--- config.mk ---
export PLATFORM = sky130hd
export DESIGN_NAME = rv32_mmio_uart_tx
export DESIGN_NICKNAME = d
export VERILOG_FILES = /design/src/rtl/rv32_uart_pkg.sv /design/src/rtl/rv32_sync_fifo.sv /design/src/rtl/rv32_mmio_uart_tx.sv
export SDC_FILE = /design/constraint.sdc
export NUM_CORES = 1
export LEC_CHECK = 0
export ABC_AREA = 1
export BUFFER_PORTS_ARGS = -buffer_cell sky130_fd_sc_hd__buf_2
export CELL_PAD_IN_SITES_DETAIL_PLACEMENT = 1
export CELL_PAD_IN_SITES_GLOBAL_PLACEMENT = 1
export CORE_ASPECT_RATIO = 1.25
export CORE_MARGIN = 2
export CORE_UTILIZATION = 30
export CTS_BUF_LIST = sky130_fd_sc_hd__clkbuf_8
export CTS_CLUSTER_SIZE = 14
export DETAILED_ROUTE_END_ITERATION = 12
export GPL_ROUTABILITY_DRIVEN = 0
export PLACE_DENSITY = 0.66
export SYNTH_ARGS = -nofsm -noshare
export SYNTH_HDL_FRONTEND = slang
export SYNTH_SLANG_ARGS = --single-unit
--- constraint.sdc ---
create_clock -name clk_i -period 2.9 [get_ports clk_i]
set_clock_uncertainty 0.15 [all_clocks]
set_input_delay 0.58 -clock clk_i [delete_from_list [all_inputs] [get_ports clk_i]]
set_output_delay 0.58 -clock clk_i [all_outputs]
set_load 0.03 [all_outputs]
--- src/rtl/rv32_uart_pkg.sv ---
// Shared types and constants for the RV32 MMIO UART transmitter.
// FSM state encoding, register offsets and register bit positions.
package rv32_uart_pkg;

    typedef enum logic [2:0] {
        StIdle,
        StStart,
        StData,
        StParity,
        StStop
    } uart_state_e;

    localparam logic [1:0] RegTxData = 2'd0;
    localparam logic [1:0] RegStatus = 2'd1;
    localparam logic [1:0] RegBaud   = 2'd2;
    localparam logic [1:0] RegCtrl   = 2'd3;

    localparam int unsigned StatusFullBit  = 0;
    localparam int unsigned StatusEmptyBit = 1;
    localparam int unsigned StatusBusyBit  = 2;
    localparam int unsigned StatusOvfBit   = 3;

    localparam int unsigned CtrlIrqEnBit     = 0;
    localparam int unsigned CtrlParityOddBit = 1;

endpackage

--- src/rtl/rv32_sync_fifo.sv ---
// Synchronous FIFO with registered occupancy count and async active-high reset.
// A push while full is accepted only when a pop happens in the same cycle.
module rv32_sync_fifo #(
    parameter int unsigned Width = 8,
    parameter int unsigned Depth = 8,
    localparam int unsigned Aw   = $clog2(Depth)
) (
    input  logic             clk_i,
    input  logic             rst_i,
    input  logic             push_i,
    input  logic [Width-1:0] wdata_i,
    input  logic             pop_i,
    output logic [Width-1:0] rdata_o,
    output logic             full_o,
    output logic             empty_o,
    output logic [Aw:0]      count_o
);

    logic [Width-1:0] mem_q [Depth];
    logic [Aw-1:0]    wr_ptr_q, rd_ptr_q;
    logic [Aw:0]      count_q;
    logic             do_push, do_pop;

    assign empty_o = (count_q == '0);
    assign full_o  = (count_q == (Aw+1)'(Depth));
    assign count_o = count_q;
    assign rdata_o = mem_q[rd_ptr_q];

    assign do_pop  = pop_i & ~empty_o;
    assign do_push = push_i & (~full_o | do_pop);

    always_ff @(posedge clk_i) begin
        if (do_push) begin
            mem_q[wr_ptr_q] <= wdata_i;
        end
    end

    always_ff @(posedge clk_i or posedge rst_i) begin
        if (rst_i) begin
            wr_ptr_q <= '0;
            rd_ptr_q <= '0;
            count_q  <= '0;
        end else begin
            if (do_push) wr_ptr_q <= wr_ptr_q + 1'b1;
            if (do_pop)  rd_ptr_q <= rd_ptr_q + 1'b1;
            if (do_push && !do_pop) begin
                count_q <= count_q + 1'b1;
            end else if (do_pop && !do_push) begin
                count_q <= count_q - 1'b1;
            end
        end
    end

endmodule

--- src/rtl/rv32_mmio_uart_tx.sv ---
// Memory-mapped 8N1 UART transmitter with TX FIFO, baud divider and TX-done interrupt.
// Define RV32_UART_PARITY_EN to add a parity bit (CTRL bit1 selects odd parity).
module rv32_mmio_uart_tx
    import rv32_uart_pkg::*;
#(
    parameter logic [31:0] BASE_ADDR   = 32'h1000_0000,
    parameter int unsigned FIFO_DEPTH  = 8,
    parameter logic [15:0] DEFAULT_DIV = 16'd867
) (
    input  logic        clk_i,
    input  logic        rst_i,
    input  logic [3:0]  memory_write_enable_i,
    input  logic [31:0] memory_data_address_i,
    input  logic [31:0] memory_write_data_i,
    output logic [31:0] read_data_o,
    output logic        sel_o,
    output logic        tx_o,
    output logic        irq_o
);

    localparam int unsigned Cw = $clog2(FIFO_DEPTH) + 1;

    logic [1:0]  offset;
    logic        wr, push, pop;
    logic [7:0]  fifo_rdata;
    logic        fifo_full, fifo_empty;
    logic [Cw-1:0] fifo_count;
    logic [7:0]  count_byte;
    logic [31:0] rdata;
    logic        unused_bits;

    logic [15:0] baud_q;
    logic        irq_en_q, ovf_q, irq_q, tx_q;
    logic        tx_d, load, bit_end;

    uart_state_e state_q, state_d;
    logic [15:0] div_q, div_d, cnt_q, cnt_d;
    logic [2:0]  bit_q, bit_d;
    logic [7:0]  shift_q, shift_d;

`ifdef RV32_UART_PARITY_EN
    logic parity_odd_q, par_q, par_d;
`endif

    assign unused_bits = ^{memory_data_address_i[1:0], memory_write_data_i[31:16]};

    assign sel_o  = (memory_data_address_i[31:4] == BASE_ADDR[31:4]);
    assign offset = memory_data_address_i[3:2];
    assign wr     = sel_o & (|memory_write_enable_i);
    assign push   = wr & (offset == RegTxData) & memory_write_enable_i[0];
    assign count_byte = 8'(fifo_count);

    rv32_sync_fifo #(
        .Width (8),
        .Depth (FIFO_DEPTH)
    ) u_fifo (
        .clk_i   (clk_i),
        .rst_i   (rst_i),
        .push_i  (push),
        .wdata_i (memory_write_data_i[7:0]),
        .pop_i   (pop),
        .rdata_o (fifo_rdata),
        .full_o  (fifo_full),
        .empty_o (fifo_empty),
        .count_o (fifo_count)
    );

    always_comb begin
        rdata = '0;
        unique case (offset)
            RegStatus: begin
                rdata[StatusFullBit]  = fifo_full;
                rdata[StatusEmptyBit] = fifo_empty;
                rdata[StatusBusyBit]  = (state_q != StIdle);
                rdata[StatusOvfBit]   = ovf_q;
                rdata[15:8]           = count_byte;
            end
            RegBaud: rdata[15:0] = baud_q;
            RegCtrl: begin
                rdata[CtrlIrqEnBit] = irq_en_q;
`ifdef RV32_UART_PARITY_EN
                rdata[CtrlParityOddBit] = parity_odd_q;
`endif
            end
            default: rdata = '0;
        endcase
    end

    assign read_data_o = sel_o ? rdata : 32'h0;

    always_ff @(posedge clk_i or posedge rst_i) begin
        if (rst_i) begin
            baud_q   <= DEFAULT_DIV;
            irq_en_q <= 1'b0;
            ovf_q    <= 1'b0;
`ifdef RV32_UART_PARITY_EN
            parity_odd_q <= 1'b0;
`endif
        end else begin
            // A push into a full FIFO is only lost when nothing drains that cycle.
            if (push && fifo_full && !pop) begin
                ovf_q <= 1'b1;
            end else if (wr && offset == RegStatus && memory_write_enable_i[0]
                         && memory_write_data_i[StatusOvfBit]) begin
                ovf_q <= 1'b0;
            end
            if (wr && offset == RegBaud) begin
                if (memory_write_enable_i[0]) baud_q[7:0]  <= memory_write_data_i[7:0];
                if (memory_write_enable_i[1]) baud_q[15:8] <= memory_write_data_i[15:8];
            end
            if (wr && offset == RegCtrl && memory_write_enable_i[0]) begin
                irq_en_q <= memory_write_data_i[CtrlIrqEnBit];
`ifdef RV32_UART_PARITY_EN
                parity_odd_q <= memory_write_data_i[CtrlParityOddBit];
`endif
            end
        end
    end

    always_comb begin
        state_d = state_q;
        div_d   = div_q;
        cnt_d   = cnt_q;
        bit_d   = bit_q;
        shift_d = shift_q;
`ifdef RV32_UART_PARITY_EN
        par_d   = par_q;
`endif
        load    = 1'b0;
        tx_d    = 1'b1;
        bit_end = (cnt_q == div_q);
        if (state_q != StIdle) begin
            cnt_d = bit_end ? 16'd0 : cnt_q + 16'd1;
        end
        unique case (state_q)
            StIdle: load = ~fifo_empty;
            StStart: begin
                tx_d = 1'b0;
                if (bit_end) begin
                    bit_d   = 3'd0;
                    state_d = StData;
                end
            end
            StData: begin
                tx_d = shift_q[0];
                if (bit_end) begin
                    shift_d = {1'b0, shift_q[7:1]};
                    bit_d   = bit_q + 3'd1;
                    if (bit_q == 3'd7) begin
`ifdef RV32_UART_PARITY_EN
                        state_d = StParity;
`else
                        state_d = StStop;
`endif
                    end
                end
            end
`ifdef RV32_UART_PARITY_EN
            StParity: begin
                tx_d = par_q;
                if (bit_end) state_d = StStop;
            end
`endif
            StStop: begin
                if (bit_end) begin
                    state_d = StIdle;
                    load    = ~fifo_empty;
                end
            end
            default: state_d = StIdle;
        endcase
        // Frame start: the divider is sampled here so mid-frame BAUD writes wait a frame.
        if (load) begin
            shift_d = fifo_rdata;
            div_d   = baud_q;
            cnt_d   = 16'd0;
            state_d = StStart;
`ifdef RV32_UART_PARITY_EN
            par_d   = (^fifo_rdata) ^ parity_odd_q;
`endif
        end
    end

    assign pop = load;

    always_ff @(posedge clk_i or posedge rst_i) begin
        if (rst_i) begin
            state_q <= StIdle;
            div_q   <= '0;
            cnt_q   <= '0;
            bit_q   <= '0;
            shift_q <= '0;
            tx_q    <= 1'b1;
            irq_q   <= 1'b0;
`ifdef RV32_UART_PARITY_EN
            par_q   <= 1'b0;
`endif
        end else begin
            state_q <= state_d;
            div_q   <= div_d;
            cnt_q   <= cnt_d;
            bit_q   <= bit_d;
            shift_q <= shift_d;
            tx_q    <= tx_d;
            irq_q   <= irq_en_q & fifo_empty & (state_q == StIdle);
`ifdef RV32_UART_PARITY_EN
            par_q   <= par_d;
`endif
        end
    end

    assign tx_o  = tx_q;
    assign irq_o = irq_q;

endmodule

==> results.py <==
metrics = {
    "run_status": {
        "outcome": "completed",
    },
    "timing": {
        "period_needed_ns": 2.76,
        "fin_crit_sh_pct": 95.1,
        "setup_violations": 0,
        "layout_setup_ws_ns": 0.142,
        "totalNegativeSetupSlack_ns": 0,
        "slew_headroom_pct": 63.9,
        "rsz0062_at_grt": "false",
        "worst_pin_slew_ns": 0.541,
        "max_clock_freq_mhz": 363,
        "maxSlewViolCount": 0,
        "hold_viol": 0,
    },
    "layout": {
        "fillerInstances": 2636,
        "fin_nets": 949,
        "multiInputGateArea_sq_mm": 0.00257,
        "area_growth_pct": 20.2,
        "drive_above_1_share_pct": 23.0,
        "finalNonFillerCells": 1161,
        "layout_common_cells": "200 x nand2_1, 84 x nor2_1, 69 x inv_1",
        "diodes": 0,
        "final_common_cell": "nand2_1",
        "register_area_sq_mm": 0.00383,
    },
    "worst_setup_path": {
        "cp-end-kind": "output pin",
        "path_class": "flip-flop to output pin",
        "cp.arrival_ns": 2.03,
        "rrSetupSlack_ns": 0.19,
        "start_kind": "flip-flop",
        "cp_max_fo": 3,
        "worstPathRequired_ns": 2.17,
    },
    "yosys": {
        "synth.distinct_cells": 39,
        "yosysTopAreaCellShare_pct": 28.3,
        "yosys_warnings": 0,
        "syn_avg_cell_area_sq_um": 8.98,
        "synth_edf_count": 64,
        "ys_ff_latch": 140,
        "synthArstFlopShare_pct": 54.3,
        "ys.flop_type": "dfrtp_1",
        "yosysTopAreaCell": "edfxtp_1",
        "yosysSeqAreaShare_pct": 56.5,
        "postSynthCellCount": 756,
        "synth_area_sq_mm": 0.00679,
        "ys_top_cells_by_area": "edfxtp_1 28%, dfrtp_1 25%, nand2_1 11%",
    },
    "routing": {
        "via_per_inst": 4.60,
        "vias": 5343,
        "drc_errors": 0,
        "wl_per_cell_um": 14.4,
        "drtIter0Drc": 184,
        "wl_um": 16700,
        "drt_pre_antenna_iters": 4,
        "ant_nets": 0,
    },
    "global_route": {
        "overflow": 0,
        "grt_first_pass_wirelength_um": 28000,
        "grt_antenna_before_repair": 0,
        "grt.total_usage_pct": 14.8,
        "grt_max_degree": 37,
        "grt_pass1_vias": 5676,
    },
    "clocking": {
        "path_clk_slew_ns": 0.08,
        "cts_root_buffer": "clkbuf_8",
        "htreeDepth": 4,
        "clock-sinks": 140,
        "numCtsBuffers": 17,
        "cts_tree": "done",
        "clk-insertion-delay-late_ns": 0.45,
        "clock_path_buffers": 2,
    },
    "pwr": {
        "vdd_drop_max_v": 0.000359,
        "p_per_area_mw_per_mm2": 468,
        "power_mw": 3.82,
        "leakage_nw": 3.71,
    },
    "floorplanning": {
        "row_count": 61,
        "core-area_sq_mm": 0.0222,
        "io_pins": 105,
        "die-area_sq_mm": 0.0238,
        "fp.dieH_um": 172,
        "initial_core_util_pct": 30.6,
        "die_x_um": 139,
    },
    "placed_design": {
        "dp.cells": 1121,
        "place_hpwl_um": 12400,
        "dp_slack_ns": -0.120,
        "port_buffers": 68,
    },
    "run": {
        "cap_violations": 0,
    },
    "min_path": {
        "hp-class": "primary input to flip-flop",
    },
}
path summary, 6_finish.rpt:
kind                                               start                             to  cells after the start
setup / recovery           u_fifo.count_o[0]$_DFFE_PP0P_                 read_data_o[0]                      6
hold / removal                    memory_write_data_i[8]          baud_q[8]$_DFFE_PP1P_                      3
setup reg to reg                   cnt_q[15]$_DFFE_PP0P_  u_fifo.count_o[3]$_DFFE_PP0P_                     19
hold reg to reg                   baud_q[15]$_DFFE_PP0P_         baud_q[15]$_DFFE_PP0P_                      2
max in group asynchronous                          rst_i                 tx_o$_DFF_PP1_                      4
min in group asynchronous                          rst_i         baud_q[13]$_DFFE_PP0P_                      3
repair_timing:
action                                  in CTS  in global routing
endpoints found under the hold margin       23                  0
hold buffers                                 1                  0
gates cloned                                 0                  0
setup buffers                                1                  6
endpoints found under the setup margin       1                  3
pin swaps                                    0                  8
resized for setup                            2                 16
flip-flops by register name, indices dropped and copies added, names as in the netlist, 3 cells and up:
signal,count
bit_q,3
cnt_q,16
u_fifo.wr_ptr_q,3
shift_q,8
u_fifo.count_o,4
u_fifo.rd_ptr_q,3
u_fifo.mem_q,64
div_q,16
baud_q,16
state_q,3
cells in the mapped netlist, types with 3 or more instances:
library cell,n
nand2_1,203
nor2_1,93
inv_1,73
dfrtp_1,69
edfxtp_1,64
o21ai_0,54
nand3_1,45
buf_4,17
a21oi_1,16
o22ai_1,16
ha_1,13
o21ai_2,12
clkbuf_1,11
dfstp_2,7
nand2_2,6
and3_1,5
buf_6,5
inv_2,5
nor3_1,5
xor2_1,5
mux2i_1,4
buf_1,3
nor2_2,3
xnor2_1,3
final cells by class:
class | instances | area share (%)
clock inverter | 15 | 2.01
clock buffer | 17 | 2.87
tap | 283 | 4.34
timing repair buffer | 113 | 8.59
multi-input combinational | 514 | 31.5
sequential | 140 | 47.0
inverter | 79 | 3.68
cell families (layout without fill, tap and decap cells):
group                    Yosys count  in the layout  share of synthesized area, %
AO/OA/AOI/OAI                    107            107                          9.20
AND/OR/NAND/NOR                  365            365                          22.0
XOR/XNOR                           8              8                          1.03
adder cells (fa/ha/maj)           14             14                          2.69
other                              1             16                        0.0553
buffers and inverters            117            224                          8.00
multiplexers                       4              4                         0.590
flip-flops                       140            140                          56.5
where the power goes:
part	leakage, nW	switching [mW]	internal, mW	total [mW]
Combinational	2.02	0.0919	0.0363	0.128
Clock	0.207	0.887	0.726	1.61
Sequential	1.49	0.00000000892	2.07	2.07
Total	3.71	0.979	2.84	3.82
critical path: stages, from the launching register on:
cell      delay, ns
dfrtp_1        0.38
nor2_1         0.15
nand2_1        0.07
nor2_1         0.31
nand2_1        0.12
a311oi_1       0.29
buf_2          0.26
per-layer routing:
layer | vias up | GRT usage (%) | share of wire [%]
met2 | 68 | 28.6 | 54
met4 | 0 | 4.66 | 1.6
li1 | 2653 | - | -
met1 | 2605 | 16.7 | 42
met5 | - | 0 | 0
met3 | 17 | 2.46 | 2.3
metrics by stage:
stage | utilization, % | cell area (sq um) | hold slack (ns)
CTS | 36.3 | 8070 | 0.172
global route | 36.7 | 8160 | 0.192
detailed placement | 34.4 | 7650 | 0.308
finish | 36.7 | 8160 | 0.191
global placement | 34.4 | 7650 | 0.304
floorplan | - | 6910 | 0.292
(Power assumes the default switching activity.)
